[config.mk]
export PLATFORM = sky130hd
export DESIGN_NAME = game_sequencer
export DESIGN_NICKNAME = d
export VERILOG_FILES = /design/src/rtl/game_pkg.sv /design/src/rtl/tick_divider.sv /design/src/rtl/game_sequencer.sv
export SDC_FILE = /design/constraint.sdc
export NUM_CORES = 1
export LEC_CHECK = 0
export BUFFER_PORTS_ARGS = -buffer_cell sky130_fd_sc_hd__buf_2
export CAP_MARGIN = 20
export CORE_MARGIN = 4
export CORE_UTILIZATION = 48
export CTS_BUF_LIST = sky130_fd_sc_hd__clkbuf_16
export CTS_CLUSTER_SIZE = 10
export DETAILED_ROUTE_END_ITERATION = 8
export GPL_TIMING_DRIVEN = 0
export PLACE_DENSITY = 0.64
export REMOVE_ABC_BUFFERS = 1
export SLEW_MARGIN = 20
export SYNTH_ARGS = -nofsm -noshare
export SYNTH_HDL_FRONTEND = slang
export SYNTH_SLANG_ARGS = --single-unit
[constraint.sdc]
create_clock -name clk -period 3.5 [get_ports clk]
set_clock_uncertainty 0.1 [all_clocks]
set_input_delay 0.35 -clock clk [delete_from_list [all_inputs] [get_ports clk]]
set_output_delay 0.35 -clock clk [all_outputs]
set_load 0.02 [all_outputs]
[src/rtl/game_pkg.sv]
// Shared definitions for the dino game session controller.
// Holds the state encoding, the score width and the BCD increment helper.
// Pure package: no ports, no timing, no flow control.
package game_pkg;

  localparam int SCORE_W = 16;

  localparam logic [1:0] ST_IDLE = 2'd0;
  localparam logic [1:0] ST_ARM  = 2'd1;
  localparam logic [1:0] ST_PLAY = 2'd2;
  localparam logic [1:0] ST_OVER = 2'd3;

  // Adds one to a 4-digit BCD value; each digit wraps 9->0 and carries into
  // the next. 9999 wraps to 0000, so callers saturate before calling.
  function automatic logic [SCORE_W-1:0] bcd_inc(input logic [SCORE_W-1:0] v);
    logic [SCORE_W-1:0] r;
    logic               carry;
    r     = v;
    carry = 1'b1;
    for (int d = 0; d < SCORE_W / 4; d++) begin
      if (carry) begin
        if (v[4*d +: 4] == 4'd9) begin
          r[4*d +: 4] = 4'd0;
          carry       = 1'b1;
        end else begin
          r[4*d +: 4] = v[4*d +: 4] + 4'd1;
          carry       = 1'b0;
        end
      end
    end
    return r;
  endfunction

endpackage

[src/rtl/tick_divider.sv]
// Purpose: programmable period divider producing the game tick pulse.
// Latency: tick is registered, high the cycle after the counter wraps.
// Backpressure: none; runs freely while en is high, holds while en is low.
//
// Ports: clk, rst_n (async active-low), clr (zero the count and load period),
//        en (count enable), period (cycles per tick), tick (1-cycle pulse).
module tick_divider #(
  parameter int unsigned W          = 20,
  parameter int unsigned RST_PERIOD = 833_333
) (
  input  logic         clk,
  input  logic         rst_n,
  input  logic         clr,
  input  logic         en,
  input  logic [W-1:0] period,
  output logic         tick
);

  logic [W-1:0] r_cnt;
  // Period in force for the count in progress. It is sampled only on clear
  // and on wrap, so a period change lands at the start of the next count.
  logic [W-1:0] r_per;

  always_ff @(posedge clk or negedge rst_n) begin
    if (!rst_n) begin
      r_cnt <= '0;
      r_per <= W'(RST_PERIOD);
      tick  <= 1'b0;
    end else if (clr) begin
      r_cnt <= '0;
      r_per <= period;
      tick  <= 1'b0;
    end else if (en) begin
      if (r_cnt == r_per - W'(1)) begin
        r_cnt <= '0;
        r_per <= period;
        tick  <= 1'b1;
      end else begin
        r_cnt <= r_cnt + W'(1);
        tick  <= 1'b0;
      end
    end else begin
      tick <= 1'b0;
    end
  end

endmodule

[src/rtl/game_sequencer.sv]
// Purpose: dino game session controller (IDLE/ARM/PLAY/OVER), tick generation,
//          BCD scoring with speed ramp. Optional high score: GAME_HISCORE_EN.
// Latency: start edge -> ARM next cycle -> PLAY the cycle after; no backpressure.
//
// Ports: clk, rst_n (async active-low), start_btn (debounced level),
//        game_over_in (from game_fsm), fsm_rst (reset to game_fsm/obstacles),
//        game_tick (registered pulse), state (IDLE=0 ARM=1 PLAY=2 OVER=3),
//        score_bcd (4-digit BCD), hiscore_bcd (only with GAME_HISCORE_EN).
module game_sequencer
  import game_pkg::*;
#(
  parameter int unsigned TICK_BASE = 833_333,
  parameter int unsigned TICK_MIN  = 416_666,
  parameter int unsigned TICK_STEP = 8_333,
  parameter int unsigned SCORE_DIV = 6,
  parameter int unsigned OVER_HOLD = 25_000_000
) (
  input  logic               clk,
  input  logic               rst_n,
  input  logic               start_btn,
  input  logic               game_over_in,
  output logic               fsm_rst,
  output logic               game_tick,
  output logic [1:0]         state,
`ifdef GAME_HISCORE_EN
  output logic [SCORE_W-1:0] hiscore_bcd,
`endif
  output logic [SCORE_W-1:0] score_bcd
);

  localparam int unsigned DIV_W  = $clog2(TICK_BASE + 1);
  localparam int unsigned SUB_W  = $clog2(SCORE_DIV + 1);
  localparam int unsigned HOLD_W = $clog2(OVER_HOLD + 1);

  logic [1:0]         r_state;
  logic [1:0]         w_state_nxt;
  logic               r_btn_prev;
  logic               w_start_edge;
  logic [HOLD_W-1:0]  r_hold;
  logic               w_hold_done;
  logic [SCORE_W-1:0] r_score;
  logic [SCORE_W-1:0] w_score_inc;
  logic [SCORE_W-1:0] w_score_nxt;
  logic [SUB_W-1:0]   r_sub;
  logic [DIV_W-1:0]   r_period;
  logic [DIV_W-1:0]   w_div_period;
  logic               w_div_en;
  logic               w_score_tick;
  logic               w_point;
  logic               w_sat;
  logic               w_hundred;

  // Previous-value register resets low so a button held through reset
  // release registers as a start edge on the first cycle.
  assign w_start_edge = start_btn & ~r_btn_prev;
  assign w_hold_done  = (r_hold == HOLD_W'(OVER_HOLD - 1));

  always_comb begin
    w_state_nxt = r_state;
    case (r_state)
      ST_IDLE: if (w_start_edge) w_state_nxt = ST_ARM;
      ST_ARM:  w_state_nxt = ST_PLAY;
      ST_PLAY: if (game_over_in) w_state_nxt = ST_OVER;
      ST_OVER: if (w_start_edge && w_hold_done) w_state_nxt = ST_ARM;
      default: w_state_nxt = ST_IDLE;
    endcase
  end

  always_ff @(posedge clk or negedge rst_n) begin
    if (!rst_n) begin
      r_state    <= ST_IDLE;
      r_btn_prev <= 1'b0;
      r_hold     <= '0;
    end else begin
      r_state    <= w_state_nxt;
      r_btn_prev <= start_btn;
      if (r_state != ST_OVER) begin
        r_hold <= '0;
      end else if (!w_hold_done) begin
        r_hold <= r_hold + HOLD_W'(1);
      end
    end
  end

  // Divider is frozen on the game-over sample cycle so the first OVER cycle
  // can never carry a tick; a tick already visible on that cycle still counts.
  assign w_div_en     = (r_state == ST_PLAY) && !game_over_in;
  // ARM loads the base period straight into the divider, since r_period is
  // only reset to base on the same edge.
  assign w_div_period = (r_state == ST_ARM) ? DIV_W'(TICK_BASE) : r_period;

  tick_divider #(
    .W          (DIV_W),
    .RST_PERIOD (TICK_BASE)
  ) u_tick_divider (
    .clk    (clk),
    .rst_n  (rst_n),
    .clr    (r_state == ST_ARM),
    .en     (w_div_en),
    .period (w_div_period),
    .tick   (game_tick)
  );

  assign w_score_tick = (r_state == ST_PLAY) && game_tick;
  assign w_point      = w_score_tick && (r_sub == SUB_W'(SCORE_DIV - 1));
  assign w_sat        = (r_score == 16'h9999);
  assign w_score_inc  = bcd_inc(r_score);
  assign w_score_nxt  = (w_point && !w_sat) ? w_score_inc : r_score;
  assign w_hundred    = w_point && !w_sat && (w_score_inc[7:0] == 8'h00);

  always_ff @(posedge clk or negedge rst_n) begin
    if (!rst_n) begin
      r_score  <= '0;
      r_sub    <= '0;
      r_period <= DIV_W'(TICK_BASE);
    end else if (r_state == ST_ARM) begin
      r_score  <= '0;
      r_sub    <= '0;
      r_period <= DIV_W'(TICK_BASE);
    end else if (w_score_tick) begin
      r_score <= w_score_nxt;
      if (r_sub == SUB_W'(SCORE_DIV - 1)) begin
        r_sub <= '0;
      end else begin
        r_sub <= r_sub + SUB_W'(1);
      end
      // Speed up at every 100-point boundary, never below the floor.
      if (w_hundred) begin
        if (32'(r_period) >= TICK_MIN + TICK_STEP) begin
          r_period <= r_period - DIV_W'(TICK_STEP);
        end else begin
          r_period <= DIV_W'(TICK_MIN);
        end
      end
    end
  end

`ifdef GAME_HISCORE_EN
  logic [SCORE_W-1:0] r_hiscore;

  // Compares against the next score so a point earned on the game-over
  // sample cycle is included.
  always_ff @(posedge clk or negedge rst_n) begin
    if (!rst_n) begin
      r_hiscore <= '0;
    end else if ((r_state == ST_PLAY) && game_over_in && (w_score_nxt > r_hiscore)) begin
      r_hiscore <= w_score_nxt;
    end
  end

  assign hiscore_bcd = r_hiscore;
`endif

  assign state     = r_state;
  assign score_bcd = r_score;
  assign fsm_rst   = (r_state == ST_IDLE) || (r_state == ST_ARM);

endmodule

==> results of run 1 <==
sequential cells by signal, summed over array words and instances, names as in the netlist, 2 cells and up:
| register | flops |
|---|---|
| u_tick_divider.r_cnt | 20 |
| score_bcd | 16 |
| r_period | 20 |
| u_tick_divider.r_per | 20 |
| r_sub | 3 |
| state | 2 |
| r_hold | 25 |
metrics by stage:
stage / utilization / setup TNS, ns / instance area [um2] / hold slack, ns / cells
6_report: 0.546 / 0 / 7290 / 0.0233 / 923
5_1_grt: 0.546 / 0 / 7290 / 0.00297 / 923
4_1_cts: 0.543 / -0.00247 / 7240 / 0.00455 / 918
3_5_place_dp: 0.516 / -13.87 / 6890 / 0.229 / 899
3_3_place_gp: 0.508 / -49.71 / 6780 / 0.386 / 895
2_1_floorplan: - / -7.64 / 6440 / -0.0456 / 696
cells in the final DEF (no fill, tap or decap), types with 5 or more instances in the layout:
cell	n
o21ai_0	35
a21oi_1	31
inv_1	18
nand2b_1	23
xor2_1	30
nor3b_1	6
or2_2	5
mux2i_1	23
xnor2_1	33
nor2_1	75
and3_1	16
or4_1	6
dfrtp_1	84
clkbuf_16	9
nand3_1	33
buf_4	7
nand2_1	46
nor4_1	8
a21boi_0	5
nand4_1	12
dfstp_2	24
and2_1	24
nor2b_1	16
nor3_1	37
o21bai_1	5
o31ai_1	5
or3_1	8
buf_2	23
ha_1	13
worst max path at each step:
stage	slack [ns]	to	cells past startpoint
after detailed placement	-0.46	u_tick_divider.r_per[14]$_DFFE_PN0P_	10
after floorplan	-0.37	u_tick_divider.r_per[0]$_DFFE_PN1P_	9
after global placement	-1.22	u_tick_divider.r_cnt[18]$_DFFE_PN0P_	7
after CTS	-0.002	r_period[8]$_DFFE_PN1P_	9
after global routing	0.02	u_tick_divider.r_per[14]$_DFFE_PN0P_	10
final	0.25	u_tick_divider.r_per[1]$_DFFE_PN0P_	9
worst register-to-register path, cell delays in order (launching register included):
cell and delay, ns:
dfrtp_1 0.41, inv_1 0.08, ha_1 0.19, nor3b_4 0.36, nand3_2 0.25, or4b_1 0.61
a22oi_1 0.18, nand4_1 0.28, or4_1 0.59, o31ai_1 0.09
what timing repair did:
action                                  in CTS  in global routing
endpoints found under the hold margin       29                  0
gates resized for setup                      3                  2
endpoints found under the setup margin      53                 56
setup buffers                                2                  5
hold buffers                                 1                  0
cloned                                       0                  0
pin swaps                                    2                  2
final cells by class:
cell class / instances / area share
Clock buffer: 9 / 0.0309
Clock inverter: 7 / 0.0113
Inverter: 18 / 0.00927
Multi-Input combinational cell: 570 / 0.508
Sequential cell: 108 / 0.375
Tap cell: 176 / 0.0302
Timing Repair Buffer: 35 / 0.0355
cells by family (layout without fill, tap and decap cells):
| family | count (synthesis) | in the layout | share of synthesized area |
|---|---|---|---|
| simple gates | 343 | 343 | 0.280 |
| compound gates | 123 | 123 | 0.120 |
| flops | 108 | 108 | 0.415 |
| xor+xnor | 63 | 63 | 0.0838 |
| buf+inv | 49 | 69 | 0.0327 |
| mux | 27 | 27 | 0.0418 |
| fa+ha+maj | 14 | 14 | 0.0266 |
power groups by stage:
| stage | clock, mW | sequential (mW) | combinational [mW] |
|---|---|---|---|
| global placement | 0 | 1.40 | 0.657 |
| CTS | 1.11 | 1.39 | 0.727 |
| global route | 1.15 | 1.40 | 0.807 |
| floorplan | 0 | 1.42 | 0.435 |
| detailed placement | 0 | 1.41 | 0.724 |
| finish | 1.07 | 1.39 | 0.717 |
per-layer routing:
| metal | wire, um | global-route usage | share of wire | vias up |
|---|---|---|---|---|
| met2 | 6740 | 0.307 | 0.47 | 82 |
| li1 | - | - | - | 2601 |
| met1 | 7040 | 0.264 | 0.49 | 2626 |
| met3 | 426 | 0.0345 | 0.030 | 10 |
| met5 | 0 | 0 | 0 | - |
| met4 | 153 | 0.0504 | 0.011 | 0 |
==> flow_metrics.tcl, run 1 <==
set metrics [dict create \
    outcome "finished, final reports clean" \
    p_leak_nw 3.00 \
    critPathMaxStageDelay_ns 0.61 \
    num_antenna_cells 0 \
    netSwitchingFraction 0.329 \
    synth_area_um2 6590 \
    core_um2 13300 \
    p_int_mw 2.13 \
    syn_area_per_cell_um2 9.06 \
    seq_area_um2 2730 \
    fillCellCount 1259 \
    nNetsFinal 760 \
    grt_first_pass_wirelength_mm 25.2 \
    h-tree-depth 3 \
    cts_buffers 9 \
    grt_overflow 0 \
    fmax_mhz 307 \
    drt_first_pass_iters 5 \
    min-delay-start "start_btn" \
    rsz0062_at_grt "no" \
    timing.rr.start "u_tick_divider.r_per[1]$_DFFE_PN0P_" \
    dp_hpwl_mm 10.0 \
    cts_sinks 108 \
    ys_async_sr_fraction 1.00 \
    antenna_found_initial 0 \
    r2r_slack_ns 0.25 \
    p_sw_mw 1.05 \
    grt_pass1_vias 5214 \
    netlist_instances 727 \
    rows 42 \
    maxSlewViolCount 0 \
    cpLargestDelayFamily "simple AND/OR/NAND/NOR gates" \
    die_y_um 125 \
    port_buffers 23 \
    grt_use_total 0.190 \
    arrival_ns 3.41 \
    grt_max_degree 66 \
    multi_input_area_um2 3700 \
    synth_most_common_cell "dfrtp_1" \
    cts_tree "done" \
    pin_count 24 \
    dieArea_um2 15700 \
    finalWorstSetupSlack_ns 0.246 \
    crit_path_end_kind "flip-flop" \
    holdPathEnd "r_btn_prev$_DFF_PN0_" \
    crit_type "flip-flop to flip-flop" \
    final_layout_size_suffix_gt1_frac 0.133 \
    yosysTopAreaCell "dfrtp_1" \
    wire_per_inst_um 15.6 \
    period_minus_slack_ns 3.25 \
    crit_buf_inv 1 \
    cap_viol_max_count 0 \
    syn2layout_area_growth_pct 10.7 \
    num_vias 5319 \
    clk_pin_slew_ns 0.07 \
    drc 0 \
    relSlewSlack 0.406 \
    cp-startpoint "u_tick_divider.r_per[1]$_DFFE_PN0P_" \
    yosys-top-cells-area "dfrtp_1 (32%), dfstp_2 (9.6%), xnor2_1 (4.4%), nor2_1 (4.3%), xor2_1 (4.0%)" \
    crit_chain "inv_1, ha_1, nor3b_4, nand3_2, or4b_1, a22oi_1, nand4_1, or4_1, o31ai_1" \
    p_clk_frac 0.338 \
    rr_worst_depth 9 \
    hold_viol 0 \
    clk_latency_ns 0.36 \
    cts_max_path_buffers 2 \
    vdd_drop_max_mv 0.530 \
    cp_slowest_cell "or4b_1" \
    synth_edf_count 0 \
    cts_root_buf "clkbuf_16" \
    reg2reg_to "u_tick_divider.r_per[1]$_DFFE_PN0P_" \
    dp_worst_setup_slack_ns -0.459 \
    setup_viol 0 \
    die-width_um 125 \
    synthFlopType "dfrtp_1" \
    tightest_slew_ns 0.883 \
    synthTopCellsByCount "dfrtp_1 (84), nor2_1 (75), nand2_1 (46), nor3_1 (39), o21ai_0 (35)" \
    finalPower_mw 3.18 \
    synth.top_cell.area_share 0.319 \
    finalCritPeriodShare 0.930 \
    routed_wl_mm 14.4 \
    ant_nets 0 \
    drt-initial-drc-count 376 \
    required_ns 3.66 \
    hold_class "input pin to flip-flop" \
    yosysWarningCount 0 \
    power_frac_seq 0.437 \
    yosysSeqAreaShare 0.415 \
    crit_path_start_kind "flip-flop" \
    place.gp.congestion 0.898 \
    start_util 0.494 \
    vias_per_cell 5.76 \
    path_max_fanout 7 \
    ys_seq_elements 108 \
    holdPathStages 1 \
    combPwrFrac 0.226 \
    power.density_nw_per_um2 436 \
    ys_types 63 \
]
(Power assumes the default switching activity.)
==> run 2, diff against run 1 <==
--- a/config.mk
+++ b/config.mk
@@ -6,7 +6,6 @@
 export NUM_CORES = 1
 export LEC_CHECK = 0
 export BUFFER_PORTS_ARGS = -buffer_cell sky130_fd_sc_hd__buf_2
-export CAP_MARGIN = 20
 export CORE_MARGIN = 4
 export CORE_UTILIZATION = 48
 export CTS_BUF_LIST = sky130_fd_sc_hd__clkbuf_16
@@ -18,4 +17,5 @@
 export SLEW_MARGIN = 20
 export SYNTH_ARGS = -nofsm -noshare
 export SYNTH_HDL_FRONTEND = slang
+export SYNTH_HIERARCHICAL = 1
 export SYNTH_SLANG_ARGS = --single-unit
==> flow_metrics.tcl, run 2 <==
set metrics [dict create \
    dieArea_um2 15500 \
    hold_class "input pin to flip-flop" \
    dp_worst_setup_slack_ns -0.0588 \
    cap_viol_max_count 0 \
    finalCritPeriodShare 0.933 \
    place.gp.congestion 0.848 \
    placed_area_um2 6800 \
    grt_max_degree 63 \
    rsz0062_at_grt "no" \
    cts_buffers 9 \
    dp_hpwl_mm 9.79 \
    yosysWarningCount 6 \
    grt_first_pass_wirelength_mm 23.7 \
    syn2layout_area_growth_pct 9.22 \
    yosysTopAreaCell "dfrtp_1" \
    grt_use_total 0.182 \
    final_util 0.536 \
    num_antenna_cells 0 \
    tns_ns 0 \
    antenna_found_initial 0 \
    synthTopCellsByCount "dfrtp_1 (84), nor2_1 (63), nand2_1 (50), xor2_1 (37), nand3_1 (33)" \
    pin_count 24 \
    crit_type "flip-flop to flip-flop" \
    holdPathStages 1 \
    layout_commonest_cell "dfrtp_1" \
    finalPower_mw 3.19 \
    drc 0 \
    clk_pin_slew_ns 0.07 \
    mostFrequentLayoutCells "dfrtp_1 (84), nor2_1 (63), nand2_1 (50), xor2_1 (37), nand3_1 (33)" \
    hold_viol 0 \
    relSlewSlack 0.407 \
    outcome "finished, final reports clean" \
    drt-initial-drc-count 371 \
    clk_latency_ns 0.35 \
    h-tree-depth 3 \
    vias_per_cell 5.72 \
    start_util 0.491 \
    power.density_nw_per_um2 447 \
    num_vias 5013 \
    final_area_um2 7130 \
    maxSlewViolCount 0 \
    layout.cells.non_filler 877 \
    cts_tree "done" \
    ys_types 79 \
    synthFlopType "dfrtp_1" \
    routed_wl_mm 13.7 \
    rows 42 \
    holdWs_ns 0.0157 \
    period_minus_slack_ns 3.27 \
    cts_sinks 108 \
    post_cts_resized 0 \
    synth_most_common_cell "dfrtp_1" \
    vdd_drop_max_mv 0.279 \
    cts_max_path_buffers 2 \
    ant_nets 0 \
    setup_viol 0 \
    largest_register "r_hold" \
    fmax_mhz 306 \
    syn_area_per_cell_um2 9.59 \
    synth_area_um2 6530 \
    arrival_ns 3.40 \
    tightest_slew_ns 0.890 \
    grt_pass1_vias 4911 \
    yosys-top-cells-area "dfrtp_1 (32%), dfstp_2 (9.7%), xor2_1 (5.0%), xnor2_1 (4.3%), nor2_1 (3.6%)" \
    final_layout_size_suffix_gt1_frac 0.171 \
    port_buffers 23 \
    core_um2 13300 \
    path_max_fanout 7 \
    largest_reg_flops 25 \
    synth.top_cell.area_share 0.322 \
    ys_async_sr_fraction 1.00 \
    finalWorstSetupSlack_ns 0.234 \
    crit_path_end_kind "flip-flop" \
    netlist_instances 681 \
    die-width_um 125 \
    grt_overflow 0 \
    dp_cells 859 \
    p_leak_nw 2.94 \
    nNetsFinal 714 \
    ys_seq_elements 108 \
    rr_worst_depth 10 \
    drt_first_pass_iters 5 \
    yosysSeqAreaShare 0.419 \
    die_y_um 125 \
    required_ns 3.63 \
    synth_edf_count 0 \
    wire_per_inst_um 15.6 \
    crit_path_start_kind "flip-flop" \
    cts_root_buf "clkbuf_16" \
]
## run 2: cells by family (layout without fill, tap and decap cells)
logic type               Yosys count  in the layout  synth area share
XOR/XNOR                          69             69            0.0926
adder cells (fa/ha/maj)           14             14            0.0268
multiplexers                      26             26            0.0439
AND/OR/NAND/NOR                  303            303             0.262
AO/OA/AOI/OAI                    112            112             0.118
flip-flops                       108            108             0.419
buffers and inverters             49             69            0.0381
## run 2: critical path: stages, from the launching register on
cell and delay, ns:
dfrtp_1 0.43, inv_1 0.08, ha_1 0.20, nor4b_4 0.45, nand3_2 0.17, nor3_1 0.24
xnor2_1 0.11, or4_4 0.53, o31ai_4 0.25, buf_4 0.22, mux2_2 0.36
## run 2: final timing paths
check / start / slack (ns) / to
min in group asynchronous: rst_n / 0.39 / score_bcd[3]$_DFFE_PN0P_
hold / removal: start_btn / 0.02 / r_btn_prev$_DFF_PN0_
setup reg to reg: u_tick_divider/r_per[1]$_DFFE_PN0P_ / 0.23 / u_tick_divider/r_per[3]$_DFFE_PN0P_
hold reg to reg: r_period[19]$_DFFE_PN1P_ / 0.42 / r_period[19]$_DFFE_PN1P_
max in group asynchronous: rst_n / 2.21 / u_tick_divider/r_per[19]$_DFFE_PN1P_
setup / recovery: u_tick_divider/r_per[1]$_DFFE_PN0P_ / 0.23 / u_tick_divider/r_per[3]$_DFFE_PN0P_
## run 2: area by class of cell
class | instances | area [um2]
Fill cell | 1190 | 6160
Inverter | 23 | 86.3
Clock inverter | 7 | 83.8
Clock buffer | 9 | 225
Timing Repair Buffer | 30 | 228
Multi-Input combinational cell | 524 | 3550
Sequential cell | 108 | 2730
Tap cell | 176 | 220
## run 2: timing repair
item | CTS | global route
endpoints found under the setup margin | 14 | 0
hold endpoints to repair | 35 | 0
hold buffers | 1 | 0
buffers inserted | 1 | 0
## run 2: routing by layer
layer / global-route usage / routed length, um
met5: 0 / 0
met4: 0.0658 / 212
met3: 0.0249 / 412
met2: 0.294 / 6530
met1: 0.251 / 6570
## run 2: where the power goes
group | switching (mW) | leakage [nW] | total, mW | internal (mW)
Sequential | 0.0600 | 1.41 | 1.36 | 1.30
Combinational | 0.487 | 1.37 | 0.767 | 0.280
Clock | 0.448 | 0.157 | 1.07 | 0.619
Total | 0.996 | 2.94 | 3.19 | 2.19
==> run 3, diff against run 2 <==
--- a/config.mk
+++ b/config.mk
@@ -8,12 +8,11 @@
 export BUFFER_PORTS_ARGS = -buffer_cell sky130_fd_sc_hd__buf_2
 export CORE_MARGIN = 4
 export CORE_UTILIZATION = 48
-export CTS_BUF_LIST = sky130_fd_sc_hd__clkbuf_16
 export CTS_CLUSTER_SIZE = 10
 export DETAILED_ROUTE_END_ITERATION = 8
 export GPL_TIMING_DRIVEN = 0
-export PLACE_DENSITY = 0.64
 export REMOVE_ABC_BUFFERS = 1
+export SETUP_SLACK_MARGIN = 0.2
 export SLEW_MARGIN = 20
 export SYNTH_ARGS = -nofsm -noshare
 export SYNTH_HDL_FRONTEND = slang
==> flow_metrics.tcl, run 3 (same netlist as run 2, synthesis figures left out) <==
set metrics [dict create \
    maxSlewViolCount 0 \
    cp_slowest_cell "dfstp_2" \
    critPathMaxStageDelay_ns 0.60 \
    wl_met3_um 428 \
    timing.rr.start "u_tick_divider/r_per[0]$_DFFE_PN1P_" \
    tightest_slew_ns 0.862 \
    clk_latency_ns 0.35 \
    drt-met1-wl_mm 6.81 \
    mostFrequentLayoutCells "dfrtp_1 (83), nor2_1 (63), nand2_1 (50), xor2_1 (37), nand3_1 (33)" \
    fmax_mhz 310 \
    start_util 0.491 \
    cts_root_buf "clkbuf_16" \
    clk_pin_slew_ns 0.07 \
    dieArea_um2 15500 \
    required_ns 3.63 \
    final_layout_size_suffix_gt1_frac 0.187 \
    nNetsFinal 718 \
    largest_reg_flops 25 \
    p_leak_nw 3.03 \
    ant_nets 0 \
    vias_per_cell 5.69 \
    dp_hpwl_mm 9.69 \
    finalPower_mw 3.23 \
    cts_tree "done" \
    cts_sinks 108 \
    setup_viol 0 \
    grt_overflow 0 \
    arrival_ns 3.36 \
    layout_commonest_cell "dfrtp_1" \
    crit_buf_inv 3 \
    placed_area_um2 6810 \
    outcome "finished, final reports clean" \
    relSlewSlack 0.425 \
    tns_ns 0 \
    layout.cells.non_filler 881 \
    grt_pass1_vias 4830 \
    grt_max_degree 68 \
    core_um2 13300 \
    holdWs_ns 0.0178 \
    drt_first_pass_iters 5 \
    grt_use_total 0.183 \
    reg2reg_to "u_tick_divider/r_per[11]$_DFFE_PN0P_" \
    num_antenna_cells 0 \
    h-tree-depth 3 \
    cp-startpoint "u_tick_divider/r_per[0]$_DFFE_PN1P_" \
    die_y_um 125 \
    syn2layout_area_growth_pct 11.4 \
    crit_chain "inv_1, ha_4, xor2_1, o31ai_1, nand3_1, or4_4, o31ai_4, buf_6, buf_12, mux2_4" \
    top_layer_used "met4" \
    port_buffers 23 \
    antenna_found_initial 0 \
    num_vias 5016 \
    wire_per_inst_um 15.8 \
    crit_cells 10 \
    crit_path_end_kind "flip-flop" \
    finalCritPeriodShare 0.922 \
    cpLargestDelayFamily "simple AND/OR/NAND/NOR gates" \
    final_area_um2 7270 \
    drc 0 \
    dp_cells 859 \
    rows 42 \
    vdd_drop_max_mv 0.243 \
    largest_register "r_hold" \
    hold_class "input pin to flip-flop" \
    drt-initial-drc-count 450 \
    crit_end "u_tick_divider/r_per[11]$_DFFE_PN0P_" \
    power.density_nw_per_um2 445 \
    rr_worst_depth 10 \
    cts_buffers 9 \
    grt_first_pass_wirelength_mm 24.1 \
    wl_met2_mm 6.52 \
    crit_type "flip-flop to flip-flop" \
    r2r_slack_ns 0.27 \
    period_minus_slack_ns 3.23 \
    pin_count 24 \
    cap_viol_max_count 0 \
    die-width_um 125 \
    place.gp.congestion 0.818 \
    crit_path_start_kind "flip-flop" \
    hold_viol 0 \
    rsz0062_at_grt "yes" \
    routed_wl_mm 13.9 \
    cts_max_path_buffers 2 \
    path_max_fanout 8 \
]
-- run 3: power by group --
group / internal [mW] / leakage, nW / switching [mW]
Clock: 0.547 / 0.143 / 0.457
Sequential: 1.30 / 1.41 / 0.0579
Combinational: 0.358 / 1.48 / 0.518
-- run 3: per-layer routing --
metal,track usage,vias to the layer above
met4,0.0542,0
met5,0,-
met3,0.0249,13
met1,0.267,2493
met2,0.284,69
li1,-,2441
-- run 3: what timing repair did --
action,in CTS,in global routing
hold endpoints to repair,32,0
setup buffers,1,3
pin swaps,1,8
gates cloned,0,1
hold buffers,1,0
resized for setup,0,28
setup endpoints to repair,16,38
-- run 3: worst min path at each step --
stage | from | end | cells after the start
final | start_btn | r_btn_prev$_DFF_PN0_ | 1
after global routing | start_btn | r_btn_prev$_DFF_PN0_ | 1
after CTS | start_btn | r_btn_prev$_DFF_PN0_ | 1
after detailed placement | rst_n | score_bcd[11]$_DFFE_PN0P_ | 1
after global placement | start_btn | r_btn_prev$_DFF_PN0_ | 1
after floorplan | rst_n | r_btn_prev$_DFF_PN0_ | 0
-- run 3: through the flow --
stage / worst slack, ns / utilization
floorplan: 0.0126 / -
global placement: -0.642 / 0.504
detailed placement: 0.0340 / 0.512
CTS: 0.250 / 0.535
global route: 0.112 / 0.547
finish: 0.272 / 0.547
-- run 3: cell type report --
type                    instances  area [um2]
clock buffers                  14         274
multi-input cells             524        3640
fillers                      1178        6020
well taps                     176         220
inverters                      23        86.3
clock inverters                 2        17.5
flip-flops and latches        108        2730
repair buffers                 34         297
